`config.mk`:
```
export PLATFORM = sky130hd
export DESIGN_NAME = fd_m_monitor
export DESIGN_NICKNAME = d
export VERILOG_FILES = /design/src/rtl/fd_m_monitor.sv
export SDC_FILE = /design/constraint.sdc
export NUM_CORES = 1
export LEC_CHECK = 0
export BUFFER_PORTS_ARGS = -buffer_cell sky130_fd_sc_hd__buf_2
export CELL_PAD_IN_SITES_DETAIL_PLACEMENT = 2
export CELL_PAD_IN_SITES_GLOBAL_PLACEMENT = 2
export CORE_UTILIZATION = 38
export DETAILED_ROUTE_END_ITERATION = 7
export PLACE_DENSITY = 0.83
export SYNTH_ARGS = -nofsm -noshare
export SYNTH_HDL_FRONTEND = slang
export SYNTH_SLANG_ARGS = --single-unit
```
`constraint.sdc`:
```
create_clock -name clk_ext -period 2.5 [get_ports clk_ext]
set_input_delay 0.125 -clock clk_ext [delete_from_list [all_inputs] [get_ports clk_ext]]
set_output_delay 0.125 -clock clk_ext [all_outputs]
set_load 0.03 [all_outputs]
```
`src/rtl/fd_m_monitor.sv`:
```
// fd_m_monitor: receive-side checker for the divide-by-M DIV_M pulse train (period, width, timeout, lock)
//   clk_ext     in   divider clock, all logic on posedge
//   rst         in   async active-high reset
//   en          in   monitor enable, 0 forces IDLE
//   M           in   programmed divide value, latched on IDLE->ACQ
//   DIV_M       in   active-low divided pulse
//   locked      out  period stable for LOCK_CNT consecutive periods
//   err         out  1-cycle pulse on period/width/timeout error
//   cfg_err     out  expected period < 2 while not IDLE
//   period_meas out  last falling-edge-to-falling-edge interval
//   err_cnt     out  saturating count of err pulses
module fd_m_monitor #(
    parameter int MW       = 2,
    parameter int CNT_W    = 8,
    parameter int PER_OFS  = 1,
    parameter int LOCK_CNT = 4,
    parameter int ERR_W    = 8
) (
    input  logic             clk_ext,
    input  logic             rst,
    input  logic             en,
    input  logic [MW-1:0]    M,
    input  logic             DIV_M,
    output logic             locked,
    output logic             err,
    output logic             cfg_err,
    output logic [CNT_W-1:0] period_meas,
    output logic [ERR_W-1:0] err_cnt
);
    typedef enum logic [1:0] {IDLE, ACQ, TRACK, LOCKED} state_t;
    state_t state_q, state_d;
    logic             div_q, locked_q, locked_d, err_q, err_d, cfg_q, cfg_d, pe_q, pe_d;
    logic [CNT_W-1:0] ivl_q, ivl_d, exp_q, exp_d, per_q, per_d;
    logic [1:0]       low_q, low_d;
    logic [3:0]       match_q, match_d, match_inc;
    logic [ERR_W-1:0] ecnt_q, ecnt_d;
    logic [CNT_W-1:0] exp_new, ivl_inc, tmo_lim;
    logic [CNT_W:0]   dbl;
    logic             fall, eq, wid;

    assign exp_new   = CNT_W'(M) + CNT_W'(PER_OFS);
    assign dbl       = {exp_q, 1'b0};
    assign tmo_lim   = dbl[CNT_W] ? '1 : dbl[CNT_W-1:0];
    assign fall      = div_q & ~DIV_M;
    assign eq        = ivl_q == exp_q;
    assign ivl_inc   = &ivl_q ? ivl_q : ivl_q + 1'b1;
    assign match_inc = match_q + 4'd1;
    assign low_d     = DIV_M ? 2'd0 : (&low_q ? low_q : low_q + 2'd1);
    // second consecutive low cycle; suppressed if this pulse already flagged a period error
    assign wid       = ~DIV_M & (low_q == 2'd1) & ~pe_q;

    always_comb begin
        state_d  = state_q;
        ivl_d    = ivl_q;
        exp_d    = exp_q;
        per_d    = per_q;
        match_d  = match_q;
        locked_d = locked_q;
        pe_d     = pe_q;
        err_d    = 1'b0;
        if (!en) begin
            state_d  = IDLE;
            ivl_d    = '0;
            match_d  = '0;
            locked_d = 1'b0;
        end else begin
            case (state_q)
                IDLE: begin
                    state_d = ACQ;
                    exp_d   = exp_new;
                end
                ACQ: begin
                    if (exp_q >= CNT_W'(2) && fall) begin
                        state_d = TRACK;
                        ivl_d   = CNT_W'(1);
                        match_d = '0;
                        pe_d    = 1'b0;
                    end
                end
                default: begin
                    ivl_d = ivl_inc;
                    // fall has priority over a coincident timeout
                    if (fall) begin
                        per_d = ivl_q;
                        ivl_d = CNT_W'(1);
                        pe_d  = ~eq;
                        if (eq) begin
                            match_d = (match_q == 4'(LOCK_CNT)) ? match_q : match_inc;
                            if (match_d == 4'(LOCK_CNT)) begin
                                state_d  = LOCKED;
                                locked_d = 1'b1;
                            end
                        end else begin
                            err_d    = 1'b1;
                            match_d  = '0;
                            locked_d = 1'b0;
                            state_d  = TRACK;
                        end
                    end else if (ivl_q >= tmo_lim) begin
                        err_d    = 1'b1;
                        match_d  = '0;
                        locked_d = 1'b0;
                        ivl_d    = '0;
                        state_d  = ACQ;
                    end else if (wid) begin
                        err_d    = 1'b1;
                        match_d  = '0;
                        locked_d = 1'b0;
                        state_d  = TRACK;
                    end
                end
            endcase
        end
        cfg_d  = (state_d != IDLE) && (exp_d < CNT_W'(2));
        ecnt_d = (err_d && !(&ecnt_q)) ? ecnt_q + 1'b1 : ecnt_q;
    end

    always_ff @(posedge clk_ext or posedge rst) begin
        if (rst) begin
            state_q  <= IDLE;
            div_q    <= 1'b1;
            ivl_q    <= '0;
            exp_q    <= '0;
            per_q    <= '0;
            low_q    <= '0;
            match_q  <= '0;
            locked_q <= 1'b0;
            err_q    <= 1'b0;
            cfg_q    <= 1'b0;
            pe_q     <= 1'b0;
            ecnt_q   <= '0;
        end else begin
            state_q  <= state_d;
            div_q    <= DIV_M;
            ivl_q    <= ivl_d;
            exp_q    <= exp_d;
            per_q    <= per_d;
            low_q    <= low_d;
            match_q  <= match_d;
            locked_q <= locked_d;
            err_q    <= err_d;
            cfg_q    <= cfg_d;
            pe_q     <= pe_d;
            ecnt_q   <= ecnt_d;
        end
    end

    assign locked      = locked_q;
    assign err         = err_q;
    assign cfg_err     = cfg_q;
    assign period_meas = per_q;
    assign err_cnt     = ecnt_q;
endmodule

```
==> results of run 1 <==
## sequential cells by signal, indices dropped and copies added, names as in the netlist
register	count
cfg_err	1
div_q	1
err	1
err_cnt	8
exp_q	8
ivl_q	8
locked	1
low_q	2
match_q	4
pe_q	1
period_meas	8
state_q	2
## how the worst min path moves through the flow
| stage | startpoint | end | slack (ps) | depth (start not counted) |
|---|---|---|---|---|
| after floorplan | DIV_M | div_q$_DFF_PP1_ | 130 | 0 |
| after global placement | M[0] | exp_q[0]$_DFFE_PP0P_ | 320 | 2 |
| after detailed placement | DIV_M | div_q$_DFF_PP1_ | 330 | 1 |
| after CTS | DIV_M | div_q$_DFF_PP1_ | 7 | 1 |
| after global routing | DIV_M | div_q$_DFF_PP1_ | 10 | 1 |
| final | DIV_M | div_q$_DFF_PP1_ | 10 | 1 |
## routing by layer
layer	wire, microns	vias up	part of all wire	GRT usage
li1	-	915	-	-
met1	2950	1020	0.43	0.266
met2	3630	24	0.53	0.416
met3	107	11	0.016	0.0363
met4	110	0	0.016	0.0621
met5	0	-	0	0
## cell usage after synthesis (all sizes together) (3+ instances only)
library cell	instances	share of area
nand2b	5	0.013
nand3	8	0.016
xor2	7	0.025
clkbuf	3	0.0046
a31oi	3	0.0076
nor2	29	0.047
inv	9	0.014
nand2	14	0.021
mux2	11	0.052
nor3	3	0.0061
nor2b	8	0.020
a211oi	3	0.0091
dfrtp	44	0.45
a21oi	10	0.020
xnor2	15	0.053
nand4	9	0.023
o21ai	9	0.018
ha	15	0.076
## cell families (layout without fill, tap and decap cells)
kind of cell | after synthesis | after routing | synth area share
buf+inv | 13 | 58 | 0.0228
simple gates | 89 | 89 | 0.194
mux | 12 | 12 | 0.0558
fa+ha+maj | 15 | 15 | 0.0761
flops | 45 | 45 | 0.457
compound gates | 40 | 40 | 0.117
xor+xnor | 22 | 22 | 0.0781
## layout make-up
type,instances,area share
Inverter,9,0.0117
Tap cell,75,0.0326
Timing Repair Buffer,41,0.0861
Clock buffer,6,0.0252
Multi-Input combinational cell,178,0.448
Clock inverter,2,0.00348
Sequential cell,45,0.392
## worst register-to-register path, delay by kind of cell (launching register included)
family          cells  cell delay, ps
compound gates      1             230
flops               1             510
fa+ha+maj           1             330
simple gates        4             830
mux                 1             380
## timing repair
item | 4_1_cts | 5_1_grt
setup endpoints to repair | 7 | 9
buffers inserted | 0 | 2
pin swaps | 0 | 2
resized for setup | 2 | 0
## power groups by stage
stage               clock (W)  combinational [W]  sequential [W]
CTS                  0.000457           0.000516        0.000851
detailed placement          0           0.000501        0.000865
global placement            0           0.000469        0.000861
global route         0.000489           0.000568        0.000857
finish               0.000443           0.000516        0.000850
floorplan                   0           0.000275        0.000909
## cells in the final DEF (no fill, tap or decap), drive strengths merged, types with 2 or more instances in the layout
cell	instances
ha	15
and2	2
nor3b	2
o21ai	9
a211oi	3
nor3	3
nor2	29
a21oi	10
o21a	2
or2	2
and3	2
nand2	14
nand3	8
inv	9
a21o	2
clkinv	2
clkbuf	6
o21bai	2
xor2	7
a31oi	3
mux2	11
nor2b	8
buf	41
xnor2	15
nand4	9
dfrtp	44
nand2b	5
## per-stage QoR
step	setup slack, ps	util
final	123	0.472
after global routing	-46.9	0.472
after CTS	81.8	0.469
after detailed placement	28.7	0.455
after global placement	177	0.455
after floorplan	314	-
==> results.json, run 1 <==
{
  "status": "completed",
  "setup_violations": 0,
  "rr_endpoint": "err_cnt[1]$_DFFE_PP0P_",
  "relSlewSlack": 0.370,
  "hold_viol": 0,
  "initial_core_util": 0.405,
  "drc_errors": 0,
  "fin_nets": 301,
  "path_cells": "nor2_1 -> ha_1 -> nand2_1 -> nor3_1 -> a211o_1 -> nor3b_4 -> mux2_2",
  "worstSetupEndpointType": "flip-flop",
  "gp_congestion": 0.729,
  "powerDensity_mw_per_mm2": 629,
  "seq_area_sq_mm": 0.00113,
  "whs_ps": 14.2,
  "num_vias": 1970,
  "final_cell_count_no_fill": 356,
  "ant_nets": 0,
  "finClkSkew_ps": 4.01,
  "crit_path_max_incr_delay_ps": 510,
  "die_area_sq_mm": 0.00682,
  "place_area_sq_mm": 0.00277,
  "power.switching_w": 0.000624,
  "critPathRequiredTime_ps": 2690,
  "synth-async-reset-ratio": 1.00,
  "fin_crit_ps": 2380,
  "grt.total_usage": 0.225,
  "setup_tns_ps": 0,
  "worst-setup-path-type": "reg -> reg",
  "r2r-start": "exp_q[7]$_DFF_PP0_",
  "multi_input_area_sq_mm": 0.00129,
  "grt_overflow": 0,
  "p_int_w": 0.00119,
  "clock_sinks": 45,
  "clockBufferDepth": 2,
  "cts_tree": "yes",
  "syn_area_sq_mm": 0.00247,
  "synthFlopType": "dfrtp_1",
  "clkPwrFrac": 0.245,
  "cpLargestDelayFamily": "simple AND/OR/NAND/NOR gates",
  "r2r_slack_ps": 120,
  "cp_slowest_cell": "dfrtp_2",
  "ys_seq_elements": 45,
  "pwr-share-seq": 0.470,
  "ys_seq_area_frac": 0.457,
  "row_count": 28,
  "synth_cells": 236,
  "fmax_ghz": 0.421,
  "slew_viol_final": 0,
  "postSynthAreaPerCell_sq_um": 10.5,
  "first_iter_violations": 47,
  "crit_start": "exp_q[7]$_DFF_PP0_",
  "synth.distinct_cells": 48,
  "fillers": 655,
  "area.growth.synth_to_final_pct": 16.6,
  "worstPathArrival_ps": 2570,
  "endpoint": "err_cnt[1]$_DFFE_PP0P_",
  "drtPass1Iterations": 4,
  "cts_max_level": 2,
  "critPathBufInv": 0,
  "path_clk_slew_ps": 80,
  "worstSetupStartpointType": "flip-flop",
  "min_path_type": "in -> reg",
  "synthesis.nets": 257,
  "via_per_inst": 5.53,
  "ios": 25,
  "reg2reg_depth": 7,
  "clkLatencyLatePin_ps": 300,
  "cts_hold_buf": 0,
  "finalCritPeriodShare": 0.951,
  "ir_drop_uv": 379,
  "synth_edf_count": 0,
  "grt_pass1_wl_microns": 11100,
  "antennaDiodeCount": 0,
  "max-cap-violations": 0,
  "die_w_microns": 82.6,
  "leakagePower_nw": 1.39,
  "wl_microns": 6810,
  "die_h_microns": 82.6,
  "crit_fanout": 11,
  "core-area_sq_mm": 0.00610,
  "grt_max_degree": 46,
  "power.total_w": 0.00181,
  "port_buffers": 24,
  "crit_cells": 7,
  "detail_route.wl_per_cell_microns": 19.1,
  "drive_gt1_frac": 0.256,
  "antenna_found_initial": 0,
  "ys_warn_count": 0,
  "combinationalPowerShare": 0.285,
  "rsz0062_at_grt": "true",
  "grt_pass1_vias": 2175,
  "root_buffer": "clkbuf_8",
  "dp_hpwl_microns": 5020,
  "worst_slew_pin_slew_ps": 944,
  "dp.cells": 346,
  "p_sw_frac": 0.345,
  "final_area_sq_mm": 0.00288,
  "numCtsBuffers": 5
}
Note: power is estimated with default switching activity, not from simulation.
==> run 2, diff against run 1 <==
--- a/config.mk
+++ b/config.mk
@@ -5,10 +5,11 @@
 export SDC_FILE = /design/constraint.sdc
 export NUM_CORES = 1
 export LEC_CHECK = 0
+export ABC_AREA = 1
 export BUFFER_PORTS_ARGS = -buffer_cell sky130_fd_sc_hd__buf_2
 export CELL_PAD_IN_SITES_DETAIL_PLACEMENT = 2
 export CELL_PAD_IN_SITES_GLOBAL_PLACEMENT = 2
-export CORE_UTILIZATION = 38
+export CORE_UTILIZATION = 35
 export DETAILED_ROUTE_END_ITERATION = 7
 export PLACE_DENSITY = 0.83
 export SYNTH_ARGS = -nofsm -noshare
==> results.json, run 2 <==
{
  "clkLatencyLatePin_ps": 310,
  "leakagePower_nw": 1.72,
  "ir_drop_uv": 306,
  "detail_route.wl_per_cell_microns": 16.1,
  "area.growth.synth_to_final_pct": 11.3,
  "p_int_w": 0.00122,
  "cpMostUsedCell": "nand2_1",
  "critPathBufInv": 1,
  "gp_congestion": 0.802,
  "clock_sinks": 45,
  "drtPass1Iterations": 4,
  "worst_slew_pin_slew_ps": 980,
  "reg2reg_depth": 10,
  "worstSetupEndpointType": "flip-flop",
  "worstPathArrival_ps": 2430,
  "rr_endpoint": "err_cnt[2]$_DFFE_PP0P_",
  "yosys.area.top_type": "dfrtp_1",
  "setup_violations": 0,
  "synth_edf_count": 0,
  "ys_seq_area_frac": 0.393,
  "layout_common_cells": "112 x nand2_1, 44 x inv_1, 44 x dfrtp_1, 42 x nor2_1, 32 x nand3_1",
  "die_h_microns": 92.6,
  "syn_area_sq_mm": 0.00287,
  "worst-setup-path-type": "reg -> reg",
  "num_vias": 2565,
  "drc_errors": 0,
  "path_cells": "nor2_1 -> ha_1 -> nand2_1 -> nor2_1 -> nand2_1 -> nand3_1 -> inv_1 -> nor2_4 -> nand3_1 -> nand2_1",
  "numCtsBuffers": 5,
  "rsz0062_at_grt": "false",
  "ys_warn_count": 0,
  "final_cell_count_no_fill": 506,
  "hold_start": "M[0]",
  "grt.total_usage": 0.208,
  "r2r_slack_ps": 310,
  "power.switching_w": 0.000763,
  "clkPwrFrac": 0.243,
  "die_w_microns": 92.6,
  "ys_seq_elements": 45,
  "critPathRequiredTime_ps": 2740,
  "synthesis.nets": 393,
  "finalCritPeriodShare": 0.876,
  "worstHoldPathCells": 2,
  "ios": 25,
  "dp.cells": 497,
  "pwr-share-seq": 0.432,
  "antenna_found_initial": 0,
  "combinationalPowerShare": 0.325,
  "first_iter_violations": 61,
  "via_per_inst": 5.07,
  "crit_path_max_incr_delay_ps": 540,
  "grt_pass1_wl_microns": 13800,
  "dp_hpwl_microns": 6340,
  "cts_max_level": 2,
  "slew_viol_final": 0,
  "yosysMostFrequentCell": "nand2_1",
  "min_to": "exp_q[0]$_DFFE_PP0P_",
  "crit_fanout": 10,
  "die_area_sq_mm": 0.00857,
  "core-area_sq_mm": 0.00785,
  "r2r-start": "exp_q[7]$_DFF_PP0_",
  "worstSetupStartpointType": "flip-flop",
  "fin_nets": 424,
  "row_count": 32,
  "yosys.area.top_type_share": 0.383,
  "hold_viol": 0,
  "finClkSkew_ps": 12.3,
  "synth_cells": 372,
  "root_buffer": "clkbuf_8",
  "p_sw_frac": 0.385,
  "synth-async-reset-ratio": 1.00,
  "cts_setup_buffers": 0,
  "status": "completed",
  "grt_max_degree": 46,
  "cts_tree": "yes",
  "ant_nets": 0,
  "drive_gt1_frac": 0.149,
  "fmax_ghz": 0.457,
  "min_path_type": "in -> reg",
  "synthFlopType": "dfrtp_1",
  "max-cap-violations": 0,
  "final_common_cell": "nand2_1",
  "cp_slowest_cell": "dfrtp_1",
  "grt_pass1_vias": 2815,
  "port_buffers": 24,
  "fin_crit_ps": 2190,
  "synthTopCellsByCount": "112 x nand2_1, 45 x inv_1, 44 x dfrtp_1",
  "synth_top_cells_by_area": "dfrtp_1 38%, nand2_1 15%, ha_1 6.5%, inv_1 5.9%, nand3_1 5.6%",
  "cpLargestDelayFamily": "simple AND/OR/NAND/NOR gates",
  "powerDensity_mw_per_mm2": 621,
  "clockBufferDepth": 2,
  "path_clk_slew_ps": 80,
  "grt_overflow": 0,
  "fillers": 943,
  "synth.distinct_cells": 36,
  "wl_microns": 8160,
  "initial_core_util": 0.366,
  "antennaDiodeCount": 0,
  "setup_tns_ps": 0,
  "relSlewSlack": 0.346,
  "postSynthAreaPerCell_sq_um": 7.72
}
[run 2: cell types whose count changed after synthesis, moves of 4 or more]
cell / change
nand2b_1: -5
nor2_1: +14
nand3_1: +24
nand2_1: +98
inv_1: +36
o21ai_0: +7
nor2b_1: -8
nand2_4: +7
xnor2_1: -10
a21oi_1: -4
mux2_2: -9
[run 2: kinds of logic (layout without fill, tap and decap cells)]
group,after synthesis,after routing,share of synthesized area
adder cells (fa/ha/maj),15,15,0.0654
AND/OR/NAND/NOR,217,217,0.359
AO/OA/AOI/OAI,27,27,0.0527
XOR/XNOR,15,15,0.0457
flip-flops,45,45,0.393
buffers and inverters,52,84,0.0802
multiplexers,1,1,0.00392
[run 2: worst max-delay path by stage]
stage,startpoint,depth (start not counted),to
5_1_grt,exp_q[7]$_DFF_PP0_,10,err_cnt[2]$_DFFE_PP0P_
6_report,exp_q[7]$_DFF_PP0_,10,err_cnt[2]$_DFFE_PP0P_
3_3_place_gp,exp_q[7]$_DFF_PP0_,9,ivl_q[2]$_DFFE_PP0P_
2_1_floorplan,exp_q[7]$_DFF_PP0_,11,match_q[1]$_DFFE_PP0P_
3_5_place_dp,exp_q[7]$_DFF_PP0_,10,err_cnt[2]$_DFFE_PP0P_
4_1_cts,exp_q[7]$_DFF_PP0_,10,err_cnt[2]$_DFFE_PP0P_
[run 2: layout make-up]
type,instances,area (sq um),share of cell area
timing repair buffer,29,160,0.0501
multi-input combinational,275,1510,0.474
sequential,45,1130,0.353
tap,102,128,0.0399
inverter,47,176,0.0552
clock buffer,8,90.1,0.0282
[run 2: routing by layer]
metal  up-vias  wire (microns)  part of all wire  global-route usage
met4         0             161             0.020              0.0625
met5         -               0                 0                   0
met2        39            3980              0.49               0.360
met1      1276            3760              0.46               0.261
met3        14             263             0.032              0.0411
li1       1236               -                 -                   -
[run 2: timing repair]
item	4_1_cts	5_1_grt
setup endpoints to repair	0	0
hold buffers	1	0
hold endpoints to repair	2	0
gates resized for setup	0	0
[run 2: power by group through the flow]
stage | Combinational [W] | Clock [W] | Sequential [W]
after CTS | 0.000653 | 0.000494 | 0.000859
after global routing | 0.000717 | 0.000518 | 0.000866
after global placement | 0.000611 | 0 | 0.000869
after detailed placement | 0.000643 | 0 | 0.000873
final | 0.000644 | 0.000483 | 0.000857
after floorplan | 0.000425 | 0 | 0.000904
[run 2: stage by stage]
step	setup WS (ps)	hold WS (ps)	instance area, sq um	util	power (W)
6_report	311	26.3	3200	0.407	0.00198
5_1_grt	121	23.0	3200	0.407	0.00210
4_1_cts	282	21.9	3200	0.407	0.00201
3_5_place_dp	329	255	3100	0.394	0.00152
3_3_place_gp	397	250	3100	0.394	0.00148
2_1_floorplan	632	129	2870	-	0.00133
==> run 3, diff against run 2 <==
--- a/config.mk
+++ b/config.mk
@@ -11,7 +11,9 @@
 export CELL_PAD_IN_SITES_GLOBAL_PLACEMENT = 2
 export CORE_UTILIZATION = 35
 export DETAILED_ROUTE_END_ITERATION = 7
+export GPL_TIMING_DRIVEN = 0
 export PLACE_DENSITY = 0.83
+export RECOVER_POWER = 25
 export SYNTH_ARGS = -nofsm -noshare
 export SYNTH_HDL_FRONTEND = slang
 export SYNTH_SLANG_ARGS = --single-unit
==> results.json, run 3 (synthesized netlist as in run 2, its figures left out) <==
{
  "grt_overflow": 0,
  "critPathRequiredTime_ps": 2700,
  "ant_nets": 0,
  "final_common_cell": "nand2_1",
  "numCtsBuffers": 5,
  "die_area_sq_mm": 0.00857,
  "worst_slew_pin_slew_ps": 887,
  "initial_core_util": 0.366,
  "wl_microns": 8450,
  "max-cap-violations": 0,
  "detail_route.wl_per_cell_microns": 16.6,
  "fin_nets": 427,
  "ios": 25,
  "finClkSkew_ps": 8.55,
  "port_buffers": 24,
  "path_clk_slew_ps": 90,
  "finalCritPeriodShare": 0.876,
  "row_count": 32,
  "powerDensity_mw_per_mm2": 641,
  "worstSetupEndpointType": "flip-flop",
  "fillers": 939,
  "drc_errors": 0,
  "first_iter_violations": 49,
  "final_area_sq_mm": 0.00326,
  "dp_hpwl_microns": 6650,
  "path_cells": "buf_6 -> nor2_1 -> ha_1 -> nand2_1 -> a21oi_1 -> nor2_4 -> nand4_4 -> nand2_4 -> buf_12 -> nand2_4 -> nand2_1 -> nand2_1",
  "grt_pass1_wl_microns": 14100,
  "drive_gt1_frac": 0.147,
  "ir_drop_uv": 228,
  "cts_setup_buffers": 0,
  "hold_viol": 0,
  "clockBufferDepth": 2,
  "final_cell_count_no_fill": 509,
  "setup_tns_ps": 0,
  "setup_violations": 0,
  "cp_slowest_cell": "dfrtp_1",
  "setup_ws_ps": 311,
  "clkLatencyLatePin_ps": 310,
  "gp_congestion": 0.800,
  "grt.total_usage": 0.217,
  "fmax_ghz": 0.457,
  "layout_common_cells": "112 x nand2_1, 45 x inv_1, 44 x dfrtp_1, 42 x nor2_1, 32 x nand3_1",
  "slew_viol_final": 0,
  "grt_pass1_vias": 2792,
  "cpLargestDelayFamily": "simple AND/OR/NAND/NOR gates",
  "cts_hold_buf": 2,
  "cts_resized": 0,
  "antennaDiodeCount": 0,
  "worstPathArrival_ps": 2390,
  "clock_sinks": 45,
  "worst-setup-path-type": "reg -> reg",
  "whs_ps": 16.8,
  "place_area_sq_mm": 0.00314,
  "worstSetupStartpointType": "flip-flop",
  "leakagePower_nw": 1.75,
  "dp_slack_ps": 283,
  "die_h_microns": 92.6,
  "cts_max_level": 2,
  "drtPass1Iterations": 4,
  "cts_tree": "yes",
  "via_per_inst": 4.98,
  "crit_path_max_incr_delay_ps": 410,
  "crit_fanout": 10,
  "antenna_found_initial": 0,
  "dp.cells": 499,
  "status": "completed",
  "area.growth.synth_to_final_pct": 13.5,
  "critPathBufInv": 2,
  "core-area_sq_mm": 0.00785,
  "grt_max_degree": 36,
  "fin_crit_ps": 2190,
  "rsz0062_at_grt": "false",
  "root_buffer": "clkbuf_8",
  "min_path_type": "in -> reg",
  "die_w_microns": 92.6,
  "relSlewSlack": 0.409,
  "num_vias": 2534,
  "cpMostUsedCell": "nand2_1"
}
## run 3: routing by layer
| layer | track usage | wire length, microns | vias up |
|---|---|---|---|
| li1 | - | - | 1247 |
| met1 | 0.266 | 3810 | 1254 |
| met2 | 0.385 | 4390 | 26 |
| met4 | 0.0495 | 87 | 0 |
| met3 | 0.0468 | 159 | 7 |
| met5 | 0 | 0 | - |
## run 3: through the flow
stage | total power (W) | utilization
global placement | 0.00147 | 0.397
global route | 0.00223 | 0.415
detailed placement | 0.00151 | 0.400
finish | 0.00209 | 0.415
floorplan | 0.00133 | -
CTS | 0.00213 | 0.417
## run 3: worst register-to-register path, cell delays in order, from the launching register on
cell and delay (ps):
dfrtp_1 410, buf_6 150, nor2_1 200, ha_1 290
nand2_1 70, a21oi_1 80, nor2_4 200, nand4_4 200
nand2_4 140, buf_12 130, nand2_4 60, nand2_1 90
nand2_1 60
## run 3: cell type report
| cell class | count | area [sq um] | area share |
|---|---|---|---|
| flip-flops and latches | 45 | 1130 | 0.346 |
| clock buffers | 7 | 86.3 | 0.0265 |
| well taps | 102 | 128 | 0.0392 |
| multi-input cells | 275 | 1510 | 0.464 |
| inverters | 47 | 176 | 0.0541 |
| repair buffers | 27 | 144 | 0.0441 |
| clock inverters | 1 | 30.0 | 0.00921 |
| plain buffers | 5 | 53.8 | 0.0165 |
## run 3: report_power, final
group | internal (W) | switching [W]
clock | 0.000326 | 0.000265
sequential | 0.000792 | 0.0000822
combinational | 0.000207 | 0.000418
total | 0.00132 | 0.000766
## run 3: worst paths after layout
kind	from	endpoint	slack [ps]	depth (start not counted)
max	exp_q[7]$_DFF_PP0_	match_q[2]$_DFFE_PP0P_	310	12
min	M[0]	exp_q[0]$_DFFE_PP0P_	20	2
max reg2reg	exp_q[7]$_DFF_PP0_	match_q[2]$_DFFE_PP0P_	310	12
min reg2reg	period_meas[4]$_DFFE_PP0P_	period_meas[4]$_DFFE_PP0P_	480	2
max in group asynchronous	rst	period_meas[7]$_DFFE_PP0P_	940	4
min in group asynchronous	rst	low_q[1]$_DFFE_PP0P_	350	3
